===== src/rtl/ysyx_23060240_mem_arbiter_if.sv =====
`default_nettype none
//------------------------------------------------------------------------------
// Module   : ysyx_23060240_mem_arbiter_if
// Brief    : Request/response bus used by IFU, LSU and the data-memory port.
//            master = the side issuing requests, slave = the side serving them.
// Revision : 1.0  initial release
//------------------------------------------------------------------------------
interface ysyx_23060240_mem_arbiter_if #(
   parameter int ADDR_W = 32,
   parameter int DATA_W = 32
);
   logic                  req_valid;
   logic                  req_ready;
   logic [ADDR_W-1:0]     req_addr;
   logic                  req_wen;
   logic [DATA_W-1:0]     req_wdata;
   logic [DATA_W/8-1:0]   req_wmask;
   logic                  resp_valid;
   logic [DATA_W-1:0]     resp_data;
   logic                  resp_err;

   modport master (
      output req_valid, req_addr, req_wen, req_wdata, req_wmask,
      input  req_ready, resp_valid, resp_data, resp_err
   );

   modport slave (
      input  req_valid, req_addr, req_wen, req_wdata, req_wmask,
      output req_ready, resp_valid, resp_data, resp_err
   );
endinterface
`default_nettype wire


===== src/rtl/ysyx_23060240_mem_arbiter.sv =====
`default_nettype none
//------------------------------------------------------------------------------
// Module   : ysyx_23060240_mem_arbiter
// Brief    : 2:1 round-robin arbiter sharing the data-memory port between IFU
//            and LSU. One outstanding transaction; request is latched, issued,
//            and the response routed back to its owner.
//            Optional macro MEM_ARB_TIMEOUT_EN adds a response watchdog.
// Revision : 1.0  initial release
//------------------------------------------------------------------------------
module ysyx_23060240_mem_arbiter #(
   parameter int ADDR_W      = 32,
   parameter int DATA_W      = 32,
   parameter int TIMEOUT_CYC = 255
) (
   input  logic clk,
   input  logic rst,
   ysyx_23060240_mem_arbiter_if.slave  ifu,
   ysyx_23060240_mem_arbiter_if.slave  lsu,
   ysyx_23060240_mem_arbiter_if.master mem
);

   localparam int         c_MASK_W  = DATA_W / 8;
   localparam logic [1:0] c_IDLE    = 2'd0;
   localparam logic [1:0] c_SEND    = 2'd1;
   localparam logic [1:0] c_WAIT    = 2'd2;
   localparam logic       c_OWN_IFU = 1'b0;
   localparam logic       c_OWN_LSU = 1'b1;

   logic [1:0]          r_state;
   logic                r_owner;
   logic                r_last_grant;
   logic [ADDR_W-1:0]   r_addr;
   logic                r_wen;
   logic [DATA_W-1:0]   r_wdata;
   logic [c_MASK_W-1:0] r_wmask;

   logic                w_grant_lsu;
   logic                w_grant_ifu;
   logic                w_idle;
   logic                w_accept;
   logic                w_send_done;
   logic                w_resp_fire;
   logic                w_timeout;
   logic                w_done;
   logic [DATA_W-1:0]   w_resp_data;
   logic                w_resp_err;
   logic                w_unused_ok;

   // IFU requests never carry write data; fold those bits away explicitly.
   assign w_unused_ok = ^{ifu.req_wen, ifu.req_wdata, ifu.req_wmask};

   // Winner selection: a lone requester wins; on a tie the one not served last wins.
   always_comb begin
      w_grant_lsu = lsu.req_valid & (~ifu.req_valid | (r_last_grant == c_OWN_IFU));
      w_grant_ifu = ifu.req_valid & ~w_grant_lsu;
   end

   // Handshake qualifiers; rst masks everything so no ready/valid leaks while resetting.
   always_comb begin
      w_idle      = (r_state == c_IDLE) & ~rst;
      w_accept    = w_idle & (ifu.req_valid | lsu.req_valid);
      w_send_done = (r_state == c_SEND) & ~rst & mem.req_ready;
      w_resp_fire = (r_state == c_WAIT) & ~rst & mem.resp_valid;
      w_done      = w_resp_fire | w_timeout;
      w_resp_data = w_resp_fire ? mem.resp_data : '0;
      w_resp_err  = w_resp_fire ? mem.resp_err  : w_timeout;
   end

`ifdef MEM_ARB_TIMEOUT_EN
   localparam int c_CNT_W = $clog2(TIMEOUT_CYC + 1);
   logic [c_CNT_W-1:0] r_wait_cnt;

   assign w_timeout = (r_state == c_WAIT) & ~rst & ~mem.resp_valid
                      & (r_wait_cnt == c_CNT_W'(TIMEOUT_CYC));

   // Watchdog: counts WAIT cycles without a response, restarted on each issue.
   always_ff @(posedge clk) begin
      if (rst) begin
         r_wait_cnt <= '0;
      end else if (w_send_done) begin
         r_wait_cnt <= '0;
      end else if ((r_state == c_WAIT) && !mem.resp_valid && !w_timeout) begin
         r_wait_cnt <= r_wait_cnt + 1'b1;
      end
   end
`else
   localparam int c_unused_timeout = TIMEOUT_CYC;
   assign w_timeout = 1'b0;
`endif

   // Requester handshakes and owner-steered responses (data/err zero when not valid).
   assign ifu.req_ready  = w_idle & w_grant_ifu;
   assign lsu.req_ready  = w_idle & w_grant_lsu;
   assign ifu.resp_valid = w_done & (r_owner == c_OWN_IFU);
   assign lsu.resp_valid = w_done & (r_owner == c_OWN_LSU);
   assign ifu.resp_data  = (w_done && r_owner == c_OWN_IFU) ? w_resp_data : '0;
   assign ifu.resp_err   = w_done & (r_owner == c_OWN_IFU) & w_resp_err;
   assign lsu.resp_data  = (w_done && r_owner == c_OWN_LSU) ? w_resp_data : '0;
   assign lsu.resp_err   = w_done & (r_owner == c_OWN_LSU) & w_resp_err;

   // Memory side is driven purely from the latched copy so it stays stable under backpressure.
   assign mem.req_valid = (r_state == c_SEND) & ~rst;
   assign mem.req_addr  = r_addr;
   assign mem.req_wen   = r_wen;
   assign mem.req_wdata = r_wdata;
   assign mem.req_wmask = r_wmask;

   // Transaction sequencing: IDLE -> SEND -> WAIT -> IDLE; stray responses outside WAIT are ignored.
   always_ff @(posedge clk) begin
      if (rst) begin
         r_state <= c_IDLE;
      end else begin
         case (r_state)
            c_IDLE:  if (w_accept)    r_state <= c_SEND;
            c_SEND:  if (w_send_done) r_state <= c_WAIT;
            c_WAIT:  if (w_done)      r_state <= c_IDLE;
            default: r_state <= c_IDLE;
         endcase
      end
   end

   // Latch the winning request; an instruction fetch is a full-word read.
   always_ff @(posedge clk) begin
      if (rst) begin
         r_owner      <= c_OWN_IFU;
         r_last_grant <= c_OWN_IFU;
         r_addr       <= '0;
         r_wen        <= 1'b0;
         r_wdata      <= '0;
         r_wmask      <= '0;
      end else if (w_accept) begin
         if (w_grant_lsu) begin
            r_owner      <= c_OWN_LSU;
            r_last_grant <= c_OWN_LSU;
            r_addr       <= lsu.req_addr;
            r_wen        <= lsu.req_wen;
            r_wdata      <= lsu.req_wdata;
            r_wmask      <= lsu.req_wmask;
         end else begin
            r_owner      <= c_OWN_IFU;
            r_last_grant <= c_OWN_IFU;
            r_addr       <= ifu.req_addr;
            r_wen        <= 1'b0;
            r_wdata      <= '0;
            r_wmask      <= '1;
         end
      end
   end

endmodule
`default_nettype wire


===== src/flat_wrapper.sv =====
// flat-port wrapper written by rule: the top's interface ports become plain ports
module ysyx_23060240_mem_arbiter_flat 
#(
   parameter int ADDR_W      = 32,
   parameter int DATA_W      = 32,
   parameter int TIMEOUT_CYC = 255
)
  (clk, rst, ifu_req_valid, ifu_req_addr, ifu_req_wen, ifu_req_wdata, ifu_req_wmask, ifu_req_ready, ifu_resp_valid, ifu_resp_data, ifu_resp_err, lsu_req_valid, lsu_req_addr, lsu_req_wen, lsu_req_wdata, lsu_req_wmask, lsu_req_ready, lsu_resp_valid, lsu_resp_data, lsu_resp_err, mem_req_valid, mem_req_addr, mem_req_wen, mem_req_wdata, mem_req_wmask, mem_req_ready, mem_resp_valid, mem_resp_data, mem_resp_err);
  ysyx_23060240_mem_arbiter_if #(.ADDR_W(ADDR_W), .DATA_W(DATA_W)) ifu_i ();
  ysyx_23060240_mem_arbiter_if #(.ADDR_W(ADDR_W), .DATA_W(DATA_W)) lsu_i ();
  ysyx_23060240_mem_arbiter_if #(.ADDR_W(ADDR_W), .DATA_W(DATA_W)) mem_i ();
  input  logic clk;
  input  logic rst;
  input wire logic [$bits(ifu_i.req_valid)-1:0] ifu_req_valid;
  input wire logic [$bits(ifu_i.req_addr)-1:0] ifu_req_addr;
  input wire logic [$bits(ifu_i.req_wen)-1:0] ifu_req_wen;
  input wire logic [$bits(ifu_i.req_wdata)-1:0] ifu_req_wdata;
  input wire logic [$bits(ifu_i.req_wmask)-1:0] ifu_req_wmask;
  output wire logic [$bits(ifu_i.req_ready)-1:0] ifu_req_ready;
  output wire logic [$bits(ifu_i.resp_valid)-1:0] ifu_resp_valid;
  output wire logic [$bits(ifu_i.resp_data)-1:0] ifu_resp_data;
  output wire logic [$bits(ifu_i.resp_err)-1:0] ifu_resp_err;
  input wire logic [$bits(lsu_i.req_valid)-1:0] lsu_req_valid;
  input wire logic [$bits(lsu_i.req_addr)-1:0] lsu_req_addr;
  input wire logic [$bits(lsu_i.req_wen)-1:0] lsu_req_wen;
  input wire logic [$bits(lsu_i.req_wdata)-1:0] lsu_req_wdata;
  input wire logic [$bits(lsu_i.req_wmask)-1:0] lsu_req_wmask;
  output wire logic [$bits(lsu_i.req_ready)-1:0] lsu_req_ready;
  output wire logic [$bits(lsu_i.resp_valid)-1:0] lsu_resp_valid;
  output wire logic [$bits(lsu_i.resp_data)-1:0] lsu_resp_data;
  output wire logic [$bits(lsu_i.resp_err)-1:0] lsu_resp_err;
  output wire logic [$bits(mem_i.req_valid)-1:0] mem_req_valid;
  output wire logic [$bits(mem_i.req_addr)-1:0] mem_req_addr;
  output wire logic [$bits(mem_i.req_wen)-1:0] mem_req_wen;
  output wire logic [$bits(mem_i.req_wdata)-1:0] mem_req_wdata;
  output wire logic [$bits(mem_i.req_wmask)-1:0] mem_req_wmask;
  input wire logic [$bits(mem_i.req_ready)-1:0] mem_req_ready;
  input wire logic [$bits(mem_i.resp_valid)-1:0] mem_resp_valid;
  input wire logic [$bits(mem_i.resp_data)-1:0] mem_resp_data;
  input wire logic [$bits(mem_i.resp_err)-1:0] mem_resp_err;
  assign ifu_i.req_valid = ifu_req_valid;
  assign ifu_i.req_addr = ifu_req_addr;
  assign ifu_i.req_wen = ifu_req_wen;
  assign ifu_i.req_wdata = ifu_req_wdata;
  assign ifu_i.req_wmask = ifu_req_wmask;
  assign ifu_req_ready = ifu_i.req_ready;
  assign ifu_resp_valid = ifu_i.resp_valid;
  assign ifu_resp_data = ifu_i.resp_data;
  assign ifu_resp_err = ifu_i.resp_err;
  assign lsu_i.req_valid = lsu_req_valid;
  assign lsu_i.req_addr = lsu_req_addr;
  assign lsu_i.req_wen = lsu_req_wen;
  assign lsu_i.req_wdata = lsu_req_wdata;
  assign lsu_i.req_wmask = lsu_req_wmask;
  assign lsu_req_ready = lsu_i.req_ready;
  assign lsu_resp_valid = lsu_i.resp_valid;
  assign lsu_resp_data = lsu_i.resp_data;
  assign lsu_resp_err = lsu_i.resp_err;
  assign mem_req_valid = mem_i.req_valid;
  assign mem_req_addr = mem_i.req_addr;
  assign mem_req_wen = mem_i.req_wen;
  assign mem_req_wdata = mem_i.req_wdata;
  assign mem_req_wmask = mem_i.req_wmask;
  assign mem_i.req_ready = mem_req_ready;
  assign mem_i.resp_valid = mem_resp_valid;
  assign mem_i.resp_data = mem_resp_data;
  assign mem_i.resp_err = mem_resp_err;
  ysyx_23060240_mem_arbiter #(.ADDR_W(ADDR_W), .DATA_W(DATA_W), .TIMEOUT_CYC(TIMEOUT_CYC)) u_core (.clk(clk), .rst(rst), .ifu(ifu_i), .lsu(lsu_i), .mem(mem_i));
endmodule

===== config.mk =====
export PLATFORM = sky130hd
export DESIGN_NAME = ysyx_23060240_mem_arbiter_flat
export DESIGN_NICKNAME = d
export VERILOG_FILES = /design/src/rtl/ysyx_23060240_mem_arbiter_if.sv /design/src/rtl/ysyx_23060240_mem_arbiter.sv /design/src/flat_wrapper.sv
export SDC_FILE = /design/constraint.sdc
export NUM_CORES = 1
export LEC_CHECK = 0
export CORE_AREA = 2 2 122 124
export DETAILED_ROUTE_END_ITERATION = 6
export DIE_AREA = 0 0 124 126
export GPL_TIMING_DRIVEN = 0
export PLACE_DENSITY = 0.66
export SLEW_MARGIN = 0
export SYNTH_ARGS = -nofsm -noshare
export SYNTH_HDL_FRONTEND = slang
export SYNTH_SLANG_ARGS = --single-unit

===== constraint.sdc =====
create_clock -name clk -period 4.46 [get_ports clk]
set_input_delay 1.115 -clock clk [delete_from_list [all_inputs] [get_ports clk]]
set_output_delay 1.115 -clock clk [all_outputs]
set_load 0.02 [all_outputs]

-- After elaboration in Yosys (flattened, before gate mapping)
Index checks and enable logic that the tools add are counted.
- bits of input ports: 177
- output and inout port bits: 140
- register bits after elaboration: 72
- bitwise operators: 20
- reduce and logical (&&, ||, !) cells: 4
- eq/ne operators: 5
- mux-type cells: 13
- operator list (operator ; count):
    $mux W32 ; 5
    $and A1 B1 Y1 ; 14
    $mux W2 ; 3
    $ne A2 B1 Y1 const B ; 3
    $pmux W2 S3 ; 1
    $mux W4 ; 1
    $not A1 Y1 ; 4
    $mux W1 ; 3
    $reduce_and A3 Y1 ; 1
    $eq A2 B1 Y1 const B ; 1
    $eq A2 B2 Y1 const B ; 1
    $logic_and A1 B1 Y1 ; 2
    $logic_not A2 Y1 ; 1
    $or A1 B1 Y1 ; 2

-- Longest topological paths before layout
Gate-level depths: netlist of run 1.
- depth after elaboration: 6
- mapped depth: 5
- depth with buffers taken out: 3

-- Worst setup path after synthesis of run 1
Ideal clock, no wire load.
- kind: input to output
- from: input rst
- to: output ifu_resp_data[22]
- cell stages on the path: 4
- slack: 1.163 ns
- required time: 3.345 ns
- arrival: 2.182 ns
- cell sequence: nand4bb_1 > nor2_1 > clkbuf_1 > and2_1
- word-level cells in the longest chain between the ends: 5
- elaborated cells between the ends (all ways): 6
- RTL lines (element ; line ; text):
    start, declared ; flat_wrapper.sv:13 ; input logic rst;
    $not A1 Y1 * ; ysyx_23060240_mem_arbiter.sv:63 ; w_resp_fire = (r_state == c_WAIT) & ~rst & mem.resp_valid;
    $and A1 B1 Y1 * (2 in a row) ; ysyx_23060240_mem_arbiter.sv:63 ;
    $mux W32 or $logic_and A1 B1 Y1 (tied branches) ; ysyx_23060240_mem_arbiter.sv:65, ysyx_23060240_mem_arbiter.sv:96 ;
    $mux W32 * ; ysyx_23060240_mem_arbiter.sv:96 ; assign ifu.resp_data = (w_done && r_owner == c_OWN_IFU) ? w_resp_data : '0;
    end, declared ; flat_wrapper.sv:21 ; output wire logic [$bits(ifu_i.resp_data)-1:0] ifu_resp_data;
Every way passes the cells marked *; elsewhere a longest branch is shown, timed or not.

-- Worst setup path in the final report of run 1
- from: input rst
- to: output ifu_req_ready
- word-level cells in the longest chain between the ends: 3
- RTL lines (element ; line ; text):
    $not A1 Y1 ; ysyx_23060240_mem_arbiter.sv:60 ; w_idle = (r_state == c_IDLE) & ~rst;
    $and A1 B1 Y1 ; ysyx_23060240_mem_arbiter.sv:60 ;
    $and A1 B1 Y1 ; ysyx_23060240_mem_arbiter.sv:92 ; assign ifu.req_ready = w_idle & w_grant_ifu;
    end, declared ; flat_wrapper.sv:19 ; output wire logic [$bits(ifu_i.req_ready)-1:0] ifu_req_ready;
Every way passes these cells.

==> results of run 1 <==
## per-stage QoR
step / power (mW) / cell area, sq um / setup WS, ns
after floorplan: 0.934 / 3420 / 1.16
after global placement: 1.21 / 6450 / -0.156
after detailed placement: 1.22 / 6450 / -0.169
after CTS: 1.97 / 6760 / -0.0482
after global routing: 2.03 / 6780 / -0.0959
final: 1.94 / 6780 / 0.0175
## metal layers
metal,track usage (%),share of wire (%),up-vias
li1,-,-,2144
met1,21.1,38,2144
met2,35.3,52,208
met3,4.80,8.3,18
met4,5.55,1.8,0
met5,0,0,-
## worst paths after layout
check,to
setup / recovery,ifu_req_ready
hold / removal,u_core.mem.req_wdata[15]
setup reg to reg,u_core.mem.req_addr[12]
hold reg to reg,u_core.mem.req_wdata[15]
## worst max-delay path: cells and delay by family
family,cells,cell delay (ns)
and+or+nand+nor,2,0.76
buffers and inverters,3,1.45
## where the power goes
part	total, mW	switching [mW]	internal, mW
sequential	0.718	0.0280	0.690
combinational	0.488	0.239	0.249
clock	0.739	0.278	0.461
total	1.94	0.545	1.40
## layout make-up
type                            count  area [sq um]
Buffer                             46           210
Clock buffer                       11           253
Clock inverter                      5          55.1
Fill cell                        1405          7530
Inverter                            1          3.75
Multi-Input combinational cell    325          1790
Sequential cell                    72          1440
Tap cell                          184           230
Timing Repair Buffer              279          2790
## synth_stat cells
cell and n:
sky130_fd_sc_hd__nand4bb_1 1, sky130_fd_sc_hd__nand3_1 33, sky130_fd_sc_hd__or3_1 1, sky130_fd_sc_hd__o21ai_0 28, sky130_fd_sc_hd__a21boi_1 1, sky130_fd_sc_hd__nor3_2 1
sky130_fd_sc_hd__a21bo_2 1, sky130_fd_sc_hd__a21oi_1 70, sky130_fd_sc_hd__and3b_1 1, sky130_fd_sc_hd__and3_1 1, sky130_fd_sc_hd__buf_6 1, sky130_fd_sc_hd__dfxtp_1 72
sky130_fd_sc_hd__nor3b_1 1, sky130_fd_sc_hd__nand2_1 64, sky130_fd_sc_hd__nor2_1 7, sky130_fd_sc_hd__nor3_1 8, sky130_fd_sc_hd__or2_1 1, sky130_fd_sc_hd__buf_1 3
sky130_fd_sc_hd__a2111oi_0 1, sky130_fd_sc_hd__buf_2 17, sky130_fd_sc_hd__nor2_2 1, sky130_fd_sc_hd__and2_1 66, sky130_fd_sc_hd__o21ai_1 5, sky130_fd_sc_hd__o32ai_1 1
sky130_fd_sc_hd__inv_1 1, sky130_fd_sc_hd__clkbuf_1 25, sky130_fd_sc_hd__a311oi_1 32
## sequential cells by signal (all words and copies together), names as in the netlist
signal and count:
u_core.mem.req_wdata 32, u_core.mem.req_wen 1, u_core.r_state 2, u_core.mem.req_wmask 4, u_core.mem.req_addr 32, u_core.r_last_grant 1
## layout by cell type (no fill, tap or decap)
cell	instances
sky130_fd_sc_hd__clkdlybuf4s50_1	279
sky130_fd_sc_hd__dfxtp_1	72
sky130_fd_sc_hd__a21oi_1	70
sky130_fd_sc_hd__and2_1	66
sky130_fd_sc_hd__nand2_1	64
sky130_fd_sc_hd__nand3_1	33
sky130_fd_sc_hd__a311oi_1	32
sky130_fd_sc_hd__o21ai_0	28
sky130_fd_sc_hd__clkbuf_1	18
sky130_fd_sc_hd__buf_2	17
sky130_fd_sc_hd__clkbuf_16	9
sky130_fd_sc_hd__nor3_1	8
sky130_fd_sc_hd__clkbuf_2	7
sky130_fd_sc_hd__nor2_1	5
sky130_fd_sc_hd__o21ai_1	5
sky130_fd_sc_hd__buf_1	3
sky130_fd_sc_hd__nor2_4	2
sky130_fd_sc_hd__clkbuf_8	2
sky130_fd_sc_hd__clkinvlp_4	2
sky130_fd_sc_hd__clkinv_2	2
sky130_fd_sc_hd__nand4bb_1	1
sky130_fd_sc_hd__inv_1	1
sky130_fd_sc_hd__nor3b_1	1
sky130_fd_sc_hd__a21bo_2	1
sky130_fd_sc_hd__nor3_2	1
sky130_fd_sc_hd__and3_1	1
sky130_fd_sc_hd__or3_1	1
sky130_fd_sc_hd__buf_6	1
sky130_fd_sc_hd__nor2_2	1
sky130_fd_sc_hd__a21boi_1	1
sky130_fd_sc_hd__or2_1	1
sky130_fd_sc_hd__a2111oi_0	1
sky130_fd_sc_hd__o32ai_1	1
sky130_fd_sc_hd__and3b_1	1
sky130_fd_sc_hd__bufinv_16	1
## cell families (layout without fill, tap and decap cells)
logic type / Yosys count / count (layout)
buffers and inverters: 47 / 342
and+or+nand+nor: 186 / 186
AOI/OAI and AO/OA: 139 / 139
DFF: 72 / 72
## repair_timing
action,in CTS,in global routing
endpoints found under the setup margin,62,61
buffers inserted,0,0
resized for setup,3,14
pin swaps,0,1
==> summary.md, run 1 <==
| Metric | Value |
|---|---|
| Count of hold-fix buffers inserted at cts | `0` |
| Top-level I/O count | `317` |
| Cell row count | `44` |
| Number of buffers inserted by port buffering | `between 200 and 300` |
| Die X-Extent | `124 microns` |
| Critical-path cell list | `clkdlybuf4s50_1 > nor3_2 > buf_2 > and3_1 > clkdlybuf4s50_1` |
| Simple-Gate Fraction of Synth Area | `between 20 and 30%` |
| Maximum vdd ir drop | `168 uV` |
| Adder-cell share of the synthesized area | `0%` |
| Main area contributors after synthesis | `sky130_fd_sc_hd__dfxtp_1, sky130_fd_sc_hd__and2_1, sky130_fd_sc_hd__a21oi_1` |
| Drt pass-1 iters | `5` |
| 1st-iter DRT viols | `214` |
| Total gr overflow | `0` |
| Warning count from the yosys run | `0` |
| Cell at the root of the clock tree | `sky130_fd_sc_hd__clkbuf_16` |
| Combinational family with the most area after synthesis | `simple AND/OR/NAND/NOR gates` |
| Final Wtd Congestion | `between 0.7 and 0.8` |
| Via-to-Cell Ratio | `4.89` |
| Result of the run | `finished clean` |
| Initial antenna violation count | `0` |
| Cell Count, Final, Fillers Out | `between 900 and 1,000` |
| FF+latch count, synth | `72` |
| Number of cell instances on the worst register-to-register path | `4` |
| Final Slew Violations | `0` |
| Top cell type's share of synthesized area | `42.1%` |
| Worst hold-check path type | `reg2reg` |
| Number of inserted diodes | `0` |
| Max capacitance violation total | `0` |
| Starting density of the core | `23.9%` |
| Post-DP HPWL | `between 10,000 and 15,000 microns` |
| Cell with the largest stage delay on the worst path | `sky130_fd_sc_hd__clkdlybuf4s50_1` |
| Total clock sinks | `72` |
| Yosys top cell by area | `sky130_fd_sc_hd__dfxtp_1` |
| Biggest fanout along the worst timing path | `10` |
| Complex-gate fraction of the synthesized area | `24.3%` |
| Post-synthesis sequential area ratio | `42.1%` |
| Clock tree from TritonCTS | `done` |
| Static power due to leakage | `2.44 nW` |
| Area delta synth->final | `98.0%` |
| Launch instance of the worst register-to-register path | `u_core.r_state[1]` |
| Wirelength, routed | `15,600 microns` |
| Max Fclk | `225 MHz` |
| Pin count of the biggest net entering global routing | `13` |
| Share of the synthesized netlist area taken by xor and xnor gates | `0%` |
| Setup repair after global routing missed its margin | `true` |
| Standard cell core area | `14,300 sq um` |
| Number of vias after detailed routing | `4,514` |
| Final cell utilization of the core | `47.4%` |
| Portion of the clock cycle consumed by the worst path in the final layout | `approximately 100%` |
| Number of failing hold endpoints at the final stage | `0` |
| Crit-path most repeated cell | `sky130_fd_sc_hd__clkdlybuf4s50_1` |
| Layout cells sized above 1 | `slightly above 6%` |
| Power density normalized to cell area | `287 nW/um^2` |
| Number of levels the H-tree was split into | `3` |
| Worst hold path startpoint | `u_core.mem.req_wdata[15]` |
| Startpoint-to-endpoint class of the critical path | `in2out` |
| Area of the die | `approximately 16,000 sq um` |
| Portion of netlist area occupied by mux cells | `0%` |
| Relative max-transition margin | `~52%` |
| Maximum buffer depth of the clock tree | `2` |
| Setup slack, reg-to-reg | `2.63 ns` |
| Worst Hold Slack | `around 0.48 ns` |
| Setup TNS Final | `0 ns` |
| Routed WL per cell | `16.9 microns` |
| Global-route wire length before repair | `~23,000 microns` |
| Fin nets | `911` |
| Required time at the endpoint of the critical path | `3.35 ns` |
| Worst clock skew | `0.00595 ns` |
| Setup crit start | `rst` |
| Syn Area/Cell | `7.71 sq um` |
| Num CTS Buffers | `9` |
| Least-Margin Pin Slew | `slightly above 0.7 ns` |
| Number of global-route vias before repair | `4,391` |
| Y dimension of the die | `approximately 130 microns` |
| Post-synthesis instance area | `3420 sq um` |
| Startpoint types | `primary input` |
| Post-synth cell types | `27` |
| Antenna Nets Post-Route | `0` |
| Final routed DRC violation total | `0` |
| Cell count after synthesis | `approximately 440` |
| Minimum period implied by the final worst setup slack | `between 4 and 5 ns` |
| Clock transition time at the flip-flop clock pins of the worst setup and hold paths | `0.06 ns` |
| All-Layer GR Usage | `19.1%` |
| Hold Path Cell Cnt | `2` |
| Cell count after placement | `907` |
| CP peak stage delay | `0.63 ns` |
| Clock Latency Late Sink | `0.33 ns` |
| Setup-failing EPs final | `0` |
| Critical path data arrival time | `3.33 ns` |
| Endpoint kind of the worst setup timing path | `output pin` |
| Syn Nets | `between 600 and 700` |
Power figures use the tool's default switching activity.
==> run 2: changes to the inputs <==
- SETUP_SLACK_MARGIN: not set -> 0.4
==> run 2 against run 1 <==
Count of clock-buffer cells in the layout unchanged. Utilization down 0.39 points. Worst setup slack better by 0.44 ns. Sequential power about the same. Combinational power about the same. Clock skew down 0.0011 ns. Clock power about the same. Critical path type unchanged.
==> summary.md, run 2 (same netlist as run 1, synthesis figures left out) <==
| Metric | Value |
|---|---|
| Maximum vdd ir drop | `168 uV (-0.21%)` |
| Max capacitance violation total | `0 (unchanged)` |
| Result of the run | `finished clean` |
| Worst path buffer plus inverter count | `4 (+1)` |
| Y dimension of the die | `126 microns (unchanged)` |
| Power density normalized to cell area | `290 nW/um^2 (+1.1%)` |
| Static power due to leakage | `2.78 nW (+14%)` |
| Top-level I/O count | `317 (unchanged)` |
| Portion of the clock cycle consumed by the worst path in the final layout | `89.7% (-9.9 points)` |
| Finished layout cell area | `6720 sq um (-0.83%)` |
| Top routing layer used | `met4` |
| Area of the die | `15,600 sq um (unchanged)` |
| Worst Hold Slack | `0.478 ns (+0.000681 ns)` |
| Crit Reg-Reg Endpoint | `u_core.mem.req_addr[12]` |
| Setup slack, reg-to-reg | `2.64 ns (about the same)` |
| Starting density of the core | `23.9% (unchanged)` |
| Number of levels the H-tree was split into | `3 (unchanged)` |
| Critical-path cell list | `clkdlybuf4s50_1 > or3_1 > buf_2 > buf_6 > nor2_1 > dlygate4sd2_1` |
| Number of global-route vias before repair | `4,422 (+0.71%)` |
| Cell with the largest stage delay on the worst path | `sky130_fd_sc_hd__clkdlybuf4s50_1` |
| Total number of cells along the worst setup path | `6 (+1)` |
| Cell row count | `44 (unchanged)` |
| Setup repair after global routing missed its margin | `true` |
| Drt pass-1 iters | `5 (unchanged)` |
| CP peak stage delay | `0.51 ns (-0.12 ns)` |
| Standard cell core area | `14,300 sq um (unchanged)` |
| Wirelength, routed | `15,800 microns (+1.8%)` |
| Startpoint-to-endpoint class of the critical path | `in2out` |
| Number of inserted diodes | `0 (unchanged)` |
| Clock tree from TritonCTS | `done` |
| Number of vias after detailed routing | `4,510 (-0.089%)` |
| Routed length on met2 | `8200 microns (+1.8%)` |
| Final routed DRC violation total | `0 (unchanged)` |
| Worst hold-check path type | `reg2reg` |
| 1st-iter DRT viols | `203 (-5.1%)` |
| Leading cell types in the layout, fill and taps excluded | `sky130_fd_sc_hd__clkdlybuf4s50_1, sky130_fd_sc_hd__dfxtp_1, sky130_fd_sc_hd__a21oi_1, sky130_fd_sc_hd__and2_1, sky130_fd_sc_hd__nand2_1` |
| Final Slew Violations | `0 (unchanged)` |
| Critical path data arrival time | `2.89 ns (-0.44 ns)` |
| Number of failing hold endpoints at the final stage | `0 (unchanged)` |
| Worst hold path startpoint | `u_core.mem.req_wdata[15]` |
| Clock transition time at the flip-flop clock pins of the worst setup and hold paths | `0.06 ns (about the same)` |
| Most common library cell in the layout ignoring fill and taps | `sky130_fd_sc_hd__clkdlybuf4s50_1` |
| Num CTS Buffers | `9 (unchanged)` |
| Via-to-Cell Ratio | `4.85 (-0.73%)` |
| Routed WL per cell | `17.0 microns (+1.1%)` |
| Area delta synth->final | `96.3%` |
| Count of hold-fix buffers inserted at cts | `0 (unchanged)` |
| All-Layer GR Usage | `19.3% (+0.21 points)` |
| Layout cells sized above 1 | `9.40% (+3.2 points)` |
| Number of cell instances on the worst register-to-register path | `4 (unchanged)` |
| Hold Path Cell Cnt | `2 (unchanged)` |
| Relative max-transition margin | `58.4% (+6.2 points)` |
| Endpoint kind of the worst setup timing path | `output pin` |
| Instance area at placement | `6450 sq um (unchanged)` |
| Hold-critical path endpoint | `u_core.mem.req_wdata[15]` |
| Pin count of the biggest net entering global routing | `13 (unchanged)` |
| Post-DP HPWL | `12,400 microns (unchanged)` |
| Number of buffers inserted by port buffering | `279 (unchanged)` |
| Final Wtd Congestion | `0.798 (unchanged)` |
| Cell at the root of the clock tree | `sky130_fd_sc_hd__clkbuf_16` |
| Worst clock skew | `0.00488 ns (-0.00107 ns)` |
| Maximum buffer depth of the clock tree | `2 (unchanged)` |
| Biggest fanout along the worst timing path | `10 (unchanged)` |
| Required time at the endpoint of the critical path | `3.35 ns (about the same)` |
| Routed length on met3 | `1340 microns (+4.3%)` |
| Clock Latency Late Sink | `0.33 ns (about the same)` |
| Global-route wire length before repair | `23,400 microns (+0.80%)` |
| Met1 Routed Length | `6050 microns (+2.0%)` |
| Launch instance of the worst register-to-register path | `u_core.r_state[1]` |
| Total gr overflow | `0 (unchanged)` |
| Initial antenna violation count | `0 (unchanged)` |
| Least-Margin Pin Slew | `0.621 ns (-0.0916 ns)` |
| Die X-Extent | `124 microns (unchanged)` |
| Max Fclk | `250 MHz (+11%)` |
| Fin nets | `917 (+0.66%)` |
| Setup-failing EPs final | `0 (unchanged)` |
| Startpoint types | `primary input` |
| Delay-heaviest family, CP | `buffers and inverters` |
| Total clock sinks | `72 (unchanged)` |
| Minimum period implied by the final worst setup slack | `4.00 ns (-0.441 ns)` |
| Antenna Nets Post-Route | `0 (unchanged)` |
| Setup TNS Final | `0 ns (unchanged)` |
## run 2: timing repair
item                                   in CTS  in global routing
setup buffers                               5                  1
cloned                                      0                  0
pin swaps                                   3                  2
gates resized for setup                    88                 39
endpoints found under the hold margin       0                  0
setup endpoints to repair                  71                 29
## run 2: report_power, final
part           switching [mW]  leakage (nW)  internal [mW]  total [mW]
sequential             0.0289         0.590          0.690       0.719
combinational           0.241          2.04          0.249       0.490
clock                   0.279         0.148          0.461       0.741
## run 2: per-stage QoR
stage	instances	setup WS [ns]	total power [mW]	util [%]
after floorplan	444	1.16	0.934	-
final	929	0.458	1.95	47.0
after global routing	929	0.386	2.03	47.0
after global placement	907	-0.156	1.21	45.0
after CTS	928	0.219	1.97	47.3
after detailed placement	907	-0.169	1.22	45.0
## run 2: routing by layer
| metal | track usage [%] | vias to the layer above |
|---|---|---|
| met1 | 21.2 | 2145 |
| met4 | 5.55 | 0 |
| met2 | 35.9 | 198 |
| li1 | - | 2153 |
| met5 | 0 | - |
| met3 | 4.80 | 14 |
## run 2: cell type report
cell class | instances | area (sq um)
Clock inverter | 5 | 55.1
Inverter | 1 | 3.75
Sequential cell | 72 | 1440
Tap cell | 184 | 230
Timing Repair Buffer | 285 | 2700
Clock buffer | 11 | 253
Buffer | 46 | 221
Multi-Input combinational cell | 325 | 1820
Fill cell | 1443 | 7590
## run 2: worst max path at each step
stage,slack [ns],end,startpoint
floorplan,1.16,ifu_resp_data[22],rst
CTS,0.22,lsu_resp_data[24],rst
detailed placement,-0.17,lsu_resp_data[24],rst
global placement,-0.16,ifu_resp_data[17],rst
global route,0.39,lsu_req_ready,rst
finish,0.46,lsu_req_ready,rst
## run 2: worst register-to-register path: cells and delay by family (launching register included)
kind	cells	cell delay [ns]
flip-flops	1	0.40
AND/OR/NAND/NOR	2	0.82
buffers and inverters	1	0.31
AO/OA/AOI/OAI	1	0.15
